**src/rtl/fb_arbiter.sv**
```systemverilog
// fb_arbiter: double-buffered frame buffer arbiter sharing one single-port RAM.
// Define FB_AUTO_CLEAR_EN to zero-fill the new back bank after every swap.
module fb_arbiter #(
  parameter int WIDTH  = 160,
  parameter int HEIGHT = 120,
  parameter int DATA_W = 8,
  parameter int ADDR_W = $clog2(WIDTH*HEIGHT)+1
) (
  input  logic              CLOCK_50,
  input  logic              reset,
  input  logic              disp_req,
  input  logic [9:0]        disp_x,
  input  logic [8:0]        disp_y,
  output logic              disp_valid,
  output logic [DATA_W-1:0] disp_data,
  input  logic              wr_valid,
  output logic              wr_ready,
  input  logic [9:0]        wr_x,
  input  logic [8:0]        wr_y,
  input  logic [DATA_W-1:0] wr_data,
  input  logic              swap_req,
  input  logic              frame_end,
  output logic              swap_pending,
  output logic              front_sel,
  output logic [15:0]       frame_count,
  output logic [ADDR_W-1:0] mem_addr,
  output logic              mem_we,
  output logic [DATA_W-1:0] mem_wdata,
  input  logic [DATA_W-1:0] mem_rdata
);

  localparam int IDX_W = ADDR_W - 1;
  localparam int NPIX  = WIDTH * HEIGHT;

`ifdef FB_AUTO_CLEAR_EN
  typedef enum logic [1:0] {DRAW, WAIT_SWAP, CLEAR} state_t;
  logic [IDX_W-1:0] clr_cnt;
`else
  typedef enum logic [1:0] {DRAW, WAIT_SWAP} state_t;
`endif

  state_t           state;
  logic             rd_v1, rd_ok1, rd_ok2;
  logic             disp_in, wr_in;
  logic [IDX_W-1:0] disp_idx, wr_idx;

  assign disp_in  = (32'(disp_x) < WIDTH) && (32'(disp_y) < HEIGHT);
  assign wr_in    = (32'(wr_x) < WIDTH) && (32'(wr_y) < HEIGHT);
  assign disp_idx = IDX_W'(disp_y) * IDX_W'(WIDTH) + IDX_W'(disp_x);
  assign wr_idx   = IDX_W'(wr_y) * IDX_W'(WIDTH) + IDX_W'(wr_x);
  assign wr_ready = (state == DRAW) && !disp_req;

  // RAM data arrives two cycles after the request; out-of-range reads return zero.
  assign disp_data = rd_ok2 ? mem_rdata : '0;

  always_ff @(posedge CLOCK_50) begin
    if (reset) begin
      state        <= DRAW;
      front_sel    <= 1'b0;
      swap_pending <= 1'b0;
      frame_count  <= '0;
      rd_v1        <= 1'b0;
      rd_ok1       <= 1'b0;
      disp_valid   <= 1'b0;
      rd_ok2       <= 1'b0;
      mem_we       <= 1'b0;
      mem_addr     <= '0;
      mem_wdata    <= '0;
`ifdef FB_AUTO_CLEAR_EN
      clr_cnt      <= '0;
`endif
    end else begin
      rd_v1      <= disp_req;
      rd_ok1     <= disp_req && disp_in;
      disp_valid <= rd_v1;
      rd_ok2     <= rd_ok1;
      mem_we     <= 1'b0;

      // One RAM access per cycle: display read, then renderer write, then clear.
      if (disp_req) begin
        if (disp_in)
          mem_addr <= {front_sel, disp_idx};
      end else if (wr_ready && wr_valid) begin
        if (wr_in) begin
          mem_we    <= 1'b1;
          mem_addr  <= {~front_sel, wr_idx};
          mem_wdata <= wr_data;
        end
      end
`ifdef FB_AUTO_CLEAR_EN
      else if (state == CLEAR) begin
        mem_we    <= 1'b1;
        mem_addr  <= {~front_sel, clr_cnt};
        mem_wdata <= '0;
      end
`endif

      case (state)
        DRAW: begin
          if (swap_req) begin
            state        <= WAIT_SWAP;
            swap_pending <= 1'b1;
          end
        end
        WAIT_SWAP: begin
          if (frame_end) begin
            front_sel    <= ~front_sel;
            frame_count  <= frame_count + 16'd1;
            swap_pending <= 1'b0;
`ifdef FB_AUTO_CLEAR_EN
            state        <= CLEAR;
            clr_cnt      <= '0;
`else
            state        <= DRAW;
`endif
          end
        end
`ifdef FB_AUTO_CLEAR_EN
        CLEAR: begin
          if (!disp_req) begin
            if (clr_cnt == IDX_W'(NPIX - 1))
              state <= DRAW;
            clr_cnt <= clr_cnt + IDX_W'(1);
          end
        end
`endif
        default: state <= DRAW;
      endcase
    end
  end

endmodule

```
**config.mk**
```make
export PLATFORM = sky130hd
export DESIGN_NAME = fb_arbiter
export DESIGN_NICKNAME = d
export VERILOG_FILES = /design/src/rtl/fb_arbiter.sv
export SDC_FILE = /design/constraint.sdc
export NUM_CORES = 1
export LEC_CHECK = 0
export CORE_MARGIN = 2
export CORE_UTILIZATION = 46
export CTS_CLUSTER_SIZE = 25
export DETAILED_ROUTE_END_ITERATION = 10
export MAX_ROUTING_LAYER = met4
export PLACE_DENSITY_LB_ADDON = 0.08
export SLEW_MARGIN = 0
export SYNTH_ARGS = -nofsm -noshare
export SYNTH_HDL_FRONTEND = slang
export SYNTH_SLANG_ARGS = --single-unit
export TNS_END_PERCENT = 100
```
**constraint.sdc**
```tcl
create_clock -name CLOCK_50 -period 3.3 [get_ports CLOCK_50]
set_input_delay 0.66 -clock CLOCK_50 [delete_from_list [all_inputs] [get_ports CLOCK_50]]
set_output_delay 0.66 -clock CLOCK_50 [all_outputs]
set_load 0.03 [all_outputs]
```
After elaboration in Yosys (flattened, before gate mapping)
Cells that the tools add are included.
{ "word_totals": {"out_inout_bits": 53, "input_bits": 60, "reg_bits": 49, "wordCells": 55} }
{ "op_classes": {"add_sub_neg": 3, "n_bitwise": 3, "order_cmp": 4, "reduce_logical": 16, "n_mux": 12, "eq_ne": 4, "mul": 2} }
{ "op_table": {"columns": ["operator", "n"], "rows": [
  ["$mux W16", 4],
  ["$add A15 B10 Y15", 2],
  ["$lt A10 B8 Y1 const B", 2],
  ["$mul A9 B3 Y10 const B", 2],
  ["$lt A9 B7 Y1 const B", 2],
  ["$add A16 B1 Y16 const B", 1],
  ["$reduce_and A3 Y1", 3],
  ["$mux W8", 1],
  ["$reduce_bool A2 Y1", 3],
  ["$logic_and A1 B1 Y1", 5],
  ["$mux W2", 2],
  ["$ne A2 B2 Y1 const B", 2],
  ["$pmux W2 S2", 1],
  ["$reduce_and A2 Y1", 2],
  ["$mux W1", 3],
  ["$not A1 Y1", 3],
  ["$reduce_or A3 Y1", 1],
  ["$eq A2 B1 Y1 const B", 1],
  ["$logic_not A2 Y1", 1],
  ["$ne A2 B1 Y1 const B", 1],
  ["$pmux W1 S2", 1],
  ["$logic_not A1 Y1", 1]
]} }

Depth between registers and ports, before layout
{ "logic_depth": {"ltp_word": 5, "depth_mapped": 11, "depth_no_buf": 11} }

Worst setup path before layout
OpenSTA, ideal clock, no wires.
{ "synth_path": {"kind": "input to register", "startpoint": "in wr_y[1]", "endpoint": "reg mem_addr[13]", "setup_ns": 0.073, "setup_slack_ns": 0.294, "path_stages": 11, "path_buffers": 0, "required_time_ns": 3.227, "arrival_time_ns": 2.933, "cell_sequence": "ha_1 ha_1 fa_1 ha_1 o21a_1 o31a_1 o21ai_0 nor3_1 xor2_1 mux2_2 o22ai_2"} }
{ "synth_via": {"elab_chain_len": 5, "word_cells_on_any_way": 9, "classes_between": "1 x add/sub; 1 x mul; 1 x order compare; 3 x mux; 3 x reduce/logical"} }
{ "synth_lines": {"columns": ["element", "line_no", "text"], "rows": [
  ["start, declared", "19", "input logic [8:0] wr_y,"],
  ["$mul A9 B3 Y10", "50", "assign wr_idx = IDX_W'(wr_y) * IDX_W'(WIDTH) + IDX_W'(wr_x);"],
  ["$add A15 B10 Y15", "50", null],
  ["$mux W16", "84", "if (wr_in) begin"],
  ["$mux W16", "83", "end else if (wr_ready && wr_valid) begin"],
  ["$mux W16", "80", "if (disp_req) begin"],
  ["end signal, assigned", "82", "mem_addr <= {front_sel, disp_idx};"],
  ["end signal, assigned", "86", "mem_addr <= {~front_sel, wr_idx};"],
  ["end, declared", "26", "output logic [ADDR_W-1:0] mem_addr,"]
]} }
Several ways; a longest one is shown, not always the timed one. The select of a mux whose other input is x is not followed.
A chain may end at the register's enable or synchronous reset.

Worst setup path in the final report
{ "layout_path": {"startpoint": "in disp_y[3]", "endpoint": "reg mem_addr[13]"} }
{ "layout_via": {"elab_chain_len": 4, "word_cells_on_any_way": 8, "classes_between": "1 x add/sub; 1 x mul; 1 x order compare; 1 x eq/ne; 2 x mux; 2 x reduce/logical"} }
{ "layout_lines": {"columns": ["element", "line_no", "text"], "rows": [
  ["start, declared", "13", "input logic [8:0] disp_y,"],
  ["$mul A9 B3 Y10 or $lt A9 B7 Y1 (tied branches)", "49, 47", null],
  ["$add A15 B10 Y15 or $logic_and A1 B1 Y1 (tied branches)", "49, 47", null],
  ["$mux W16 or $ne A2 B1 Y1 (tied branches)", null, null],
  ["$mux W16 or $reduce_and A3 Y1 (tied branches)", null, null]
]} }
Several ways; a longest one is shown, not always the timed one. The select of a mux whose other input is x is not followed.

==> flow_summary.toml <==
[job]
maxCapViolations = 0

[power_and_ir_drop]
p_int_uw = 1180
vdd_ir_drop_max_uv = 257
finalPower_uw = 1690
p_sw_share_pct = 30.4
clkPwrFrac_pct = 25.7
power_density_mw_per_mm2 = 348
p_comb_share_pct = 39.2
power_leakage_uw = 0.00200
power_frac_seq_pct = 35.1
p_sw_uw = 512

[clock_network]
cts_buffer_depth = 2
numClockSinks = 47
cts_tree = "done"
hold_buffers = 0
cts_made_buffers = 5
clock_latency_ns = 0.30
cts_root_buf = "clkbuf_8"
clk_pin_slew_ns = 0.08
htreeDepth = 2

[die]
die_y_um = 87.6
initial_core_util_pct = 47.3
ioPinCount = 113
rows = 30
fp.dieW_um = 87.6
core-area_sq_mm = 0.00679
dieArea_sq_mm = 0.00768

[layout]
final-seq-area_sq_um = 941
fin_cells = 582
drive_above_1_share_pct = 15.2
multiInputGateArea_sq_mm = 0.00230
area_delta_synth_final_pct = 50.8
num_antenna_cells = 0
n_fill_cell = 580
fin_util_pct = 71.4
nets = 586

[worst_setup_path]
slowest_stage = "clkdlybuf4s50_1"
crit_chain = "clkdlybuf4s50_1 > ha_1 > ha_1 > fa_1 > ha_1 > o21ai_0 > a21oi_1 > o21bai_1 > nor3_2 > xnor2_1 > mux2_2 > o22ai_2"
critical_path_class = "in2reg"
worstPathArrival_ns = 3.36
cp-start-kind = "input port"
critPathCaptureType = "flop"
critPathMaxFanout = 2
max_stage_delay_ns = 0.50
critPathMostFrequentCell = "ha_1"
cp.required_ns = 3.53

[logic_synthesis]
synth_top_family_by_area = "simple AND/OR/NAND/NOR gates"
synth_compound_area_share_pct = 15.8
synth-xor-area-share_pct = 10.1
avgSynthCellArea_sq_um = 9.16
synth_fp_nets = 452
ys_seq_elements = 47
synth_edf_count = 0
yosysTopAreaCell = "dfxtp_1"
yosysUniqueCellTypes = 48
ys_warn_count = 0
synth-simple-area-share_pct = 19.0
synth_area_sq_mm = 0.00322
syn_inst = 351
synthMuxAreaShare_pct = 6.26
synthArstFlopShare_pct = 0
synth_area_leaders = "dfxtp_1 (29%), ha_1 (14%), nor2_1 (6.1%)"
synth_top_area_share_pct = 29.2
yosys.area_share.adder_pct = 16.9
yosysSeqAreaShare_pct = 29.2
synth-main-ff-cell = "dfxtp_1"

[timing]
setup_viol = 0
hold_violations = 0
clock.fmax_mhz = 319
rsz0062_at_grt = "false"
tightestPinTransition_ns = 0.917
finalCritPeriodShare_pct = 95.1
maxSlewHeadroom_pct = 38.8
min_period_ns = 3.14
skew_ns = 0.00830
fin_worst_hold_slack_ns = 0.439
worst_slack_ns = 0.162
final_max_slew_viol_count = 0

[drt]
drt-pass1-iter-count = 4
vias = 2932
drc_errors = 0
wire_per_inst_um = 13.1
drt-initial-drc-count = 96
via_per_inst = 5.04
wl_mm = 7.63
antenna_left = 0

[outcome]
status = "complete, no violations"

[placed_design]
port_buffers = 112
place_ws_ns = -0.253
gp_congestion = 0.833
hpwl_mm = 6.05
dp.cells = 573

[worst_hold_path]
hp-class = "reg2reg"

[grt]
antenna_found_initial = 0
overflow = 0
grt_max_degree = 49
grt_usage_pct = 20.4
grt_pass1_wl_mm = 12.3
grt_pass1_vias = 2807
-- registers in the layout, indices dropped and copies added, names as in the netlist --
signal / flops
mem_wdata: 8
rd_v1: 1
frame_count: 16
rd_ok1: 1
mem_we: 1
disp_valid: 1
mem_addr: 16
rd_ok2: 1
swap_pending: 1
front_sel: 1
-- metrics by stage --
step / cell area, sq um / TNS [ns]
floorplan: 3220 / 0
CTS: 4720 / 0
global route: 4850 / 0
global placement: 4600 / -0.647
detailed placement: 4600 / -0.878
finish: 4850 / 0
-- per-layer routing --
metal / GRT usage [%] / share of wire, %
met5: - / 0
met4: 3.92 / 0.48
met3: 4.81 / 7.1
met2: 34.3 / 47
met1: 25.1 / 45
-- worst paths after layout --
path,startpoint,endpoint,slack [ns],cells after the start
worst min register to register,rd_v1$_SDFF_PP0_,disp_valid$_SDFF_PP0_,0.44,1
worst max-delay path,disp_y[3],mem_addr[13]$_SDFFE_PP0P_,0.16,12
worst max register to register,swap_pending$_SDFFE_PP0P_,frame_count[7]$_SDFFE_PP0P_,1.60,5
worst min-delay path,rd_v1$_SDFF_PP0_,disp_valid$_SDFF_PP0_,0.44,1
-- power groups by stage --
stage	Sequential, uW	Combinational [uW]	Clock, uW
finish	593	661	433
global route	595	725	467
CTS	593	627	447
detailed placement	606	622	0
global placement	606	616	0
floorplan	635	340	0
-- synth_stat cells, types with 6 or more instances --
library cell  instances
nand2b_1             10
nand3_1               7
nand2_1              12
and2_1               10
inv_1                 8
mux2i_1              19
o21ai_0              12
ha_1                 37
a211oi_1              6
xor2_1               18
a211oi_2              9
xnor2_1              19
dfxtp_1              47
clkbuf_1             10
nor2_1               52
a21oi_1               9
o21bai_1              6
-- worst max-delay path, delay by kind of cell --
| family | cells | cell delay, ns |
|---|---|---|
| and+or+nand+nor | 1 | 0.14 |
| muxes | 1 | 0.28 |
| AOI/OAI and AO/OA | 4 | 0.49 |
| xor gates and xnor gates | 1 | 0.08 |
| adders and majority gates | 4 | 1.20 |
| buffers and inverters | 1 | 0.50 |
-- cells in the final DEF, fill, tap and decap left out, types with 2 or more instances in the layout --
master and n:
nand2_1 12, o211ai_1 3, fa_1 3, clkbuf_8 6, and3_1 4, clkdlybuf4s50_1 107, a211oi_1 5, a211oi_2 10
o21ai_1 2, nor2_1 52, a21oi_2 3, nor3_2 3, nor2b_1 5, ha_1 32, xor2_2 2, dlymetal6s2s_1 3
xnor2_1 19, o21bai_1 6, a21oi_1 8, a21o_1 4, xor2_1 16, nor3_1 3, inv_1 8, and4_1 2
mux2i_1 19, o21ai_0 10, ha_4 4, dfxtp_1 47, and2_1 10, nand3_1 7, nor4_1 2, nand4_1 5
buf_4 30, a21oi_4 2, nand2b_1 10
-- area by class of cell --
type	instances	share of cell area, %
multi-input cells	282	47.5
repair buffers	141	27.6
flip-flops and latches	47	19.4
well taps	96	2.48
clock buffers	6	1.70
clock inverters	2	0.722
inverters	8	0.619
-- kinds of logic (layout without fill, tap and decap cells) --
kind of cell               count (synthesis)  after routing
AOI/OAI and AO/OA                         63             63
buffers and inverters                     22            157
xor gates and xnor gates                  37             37
DFF                                       47             47
and+or+nand+nor                          121            121
adders and majority gates                 41             41
muxes                                     20             20
-- timing repair --
item	4_1_cts	5_1_grt
endpoints found under the setup margin	0	2
setup buffers	0	1
resized for setup	0	23
Note: power is estimated with default switching activity, not from simulation.
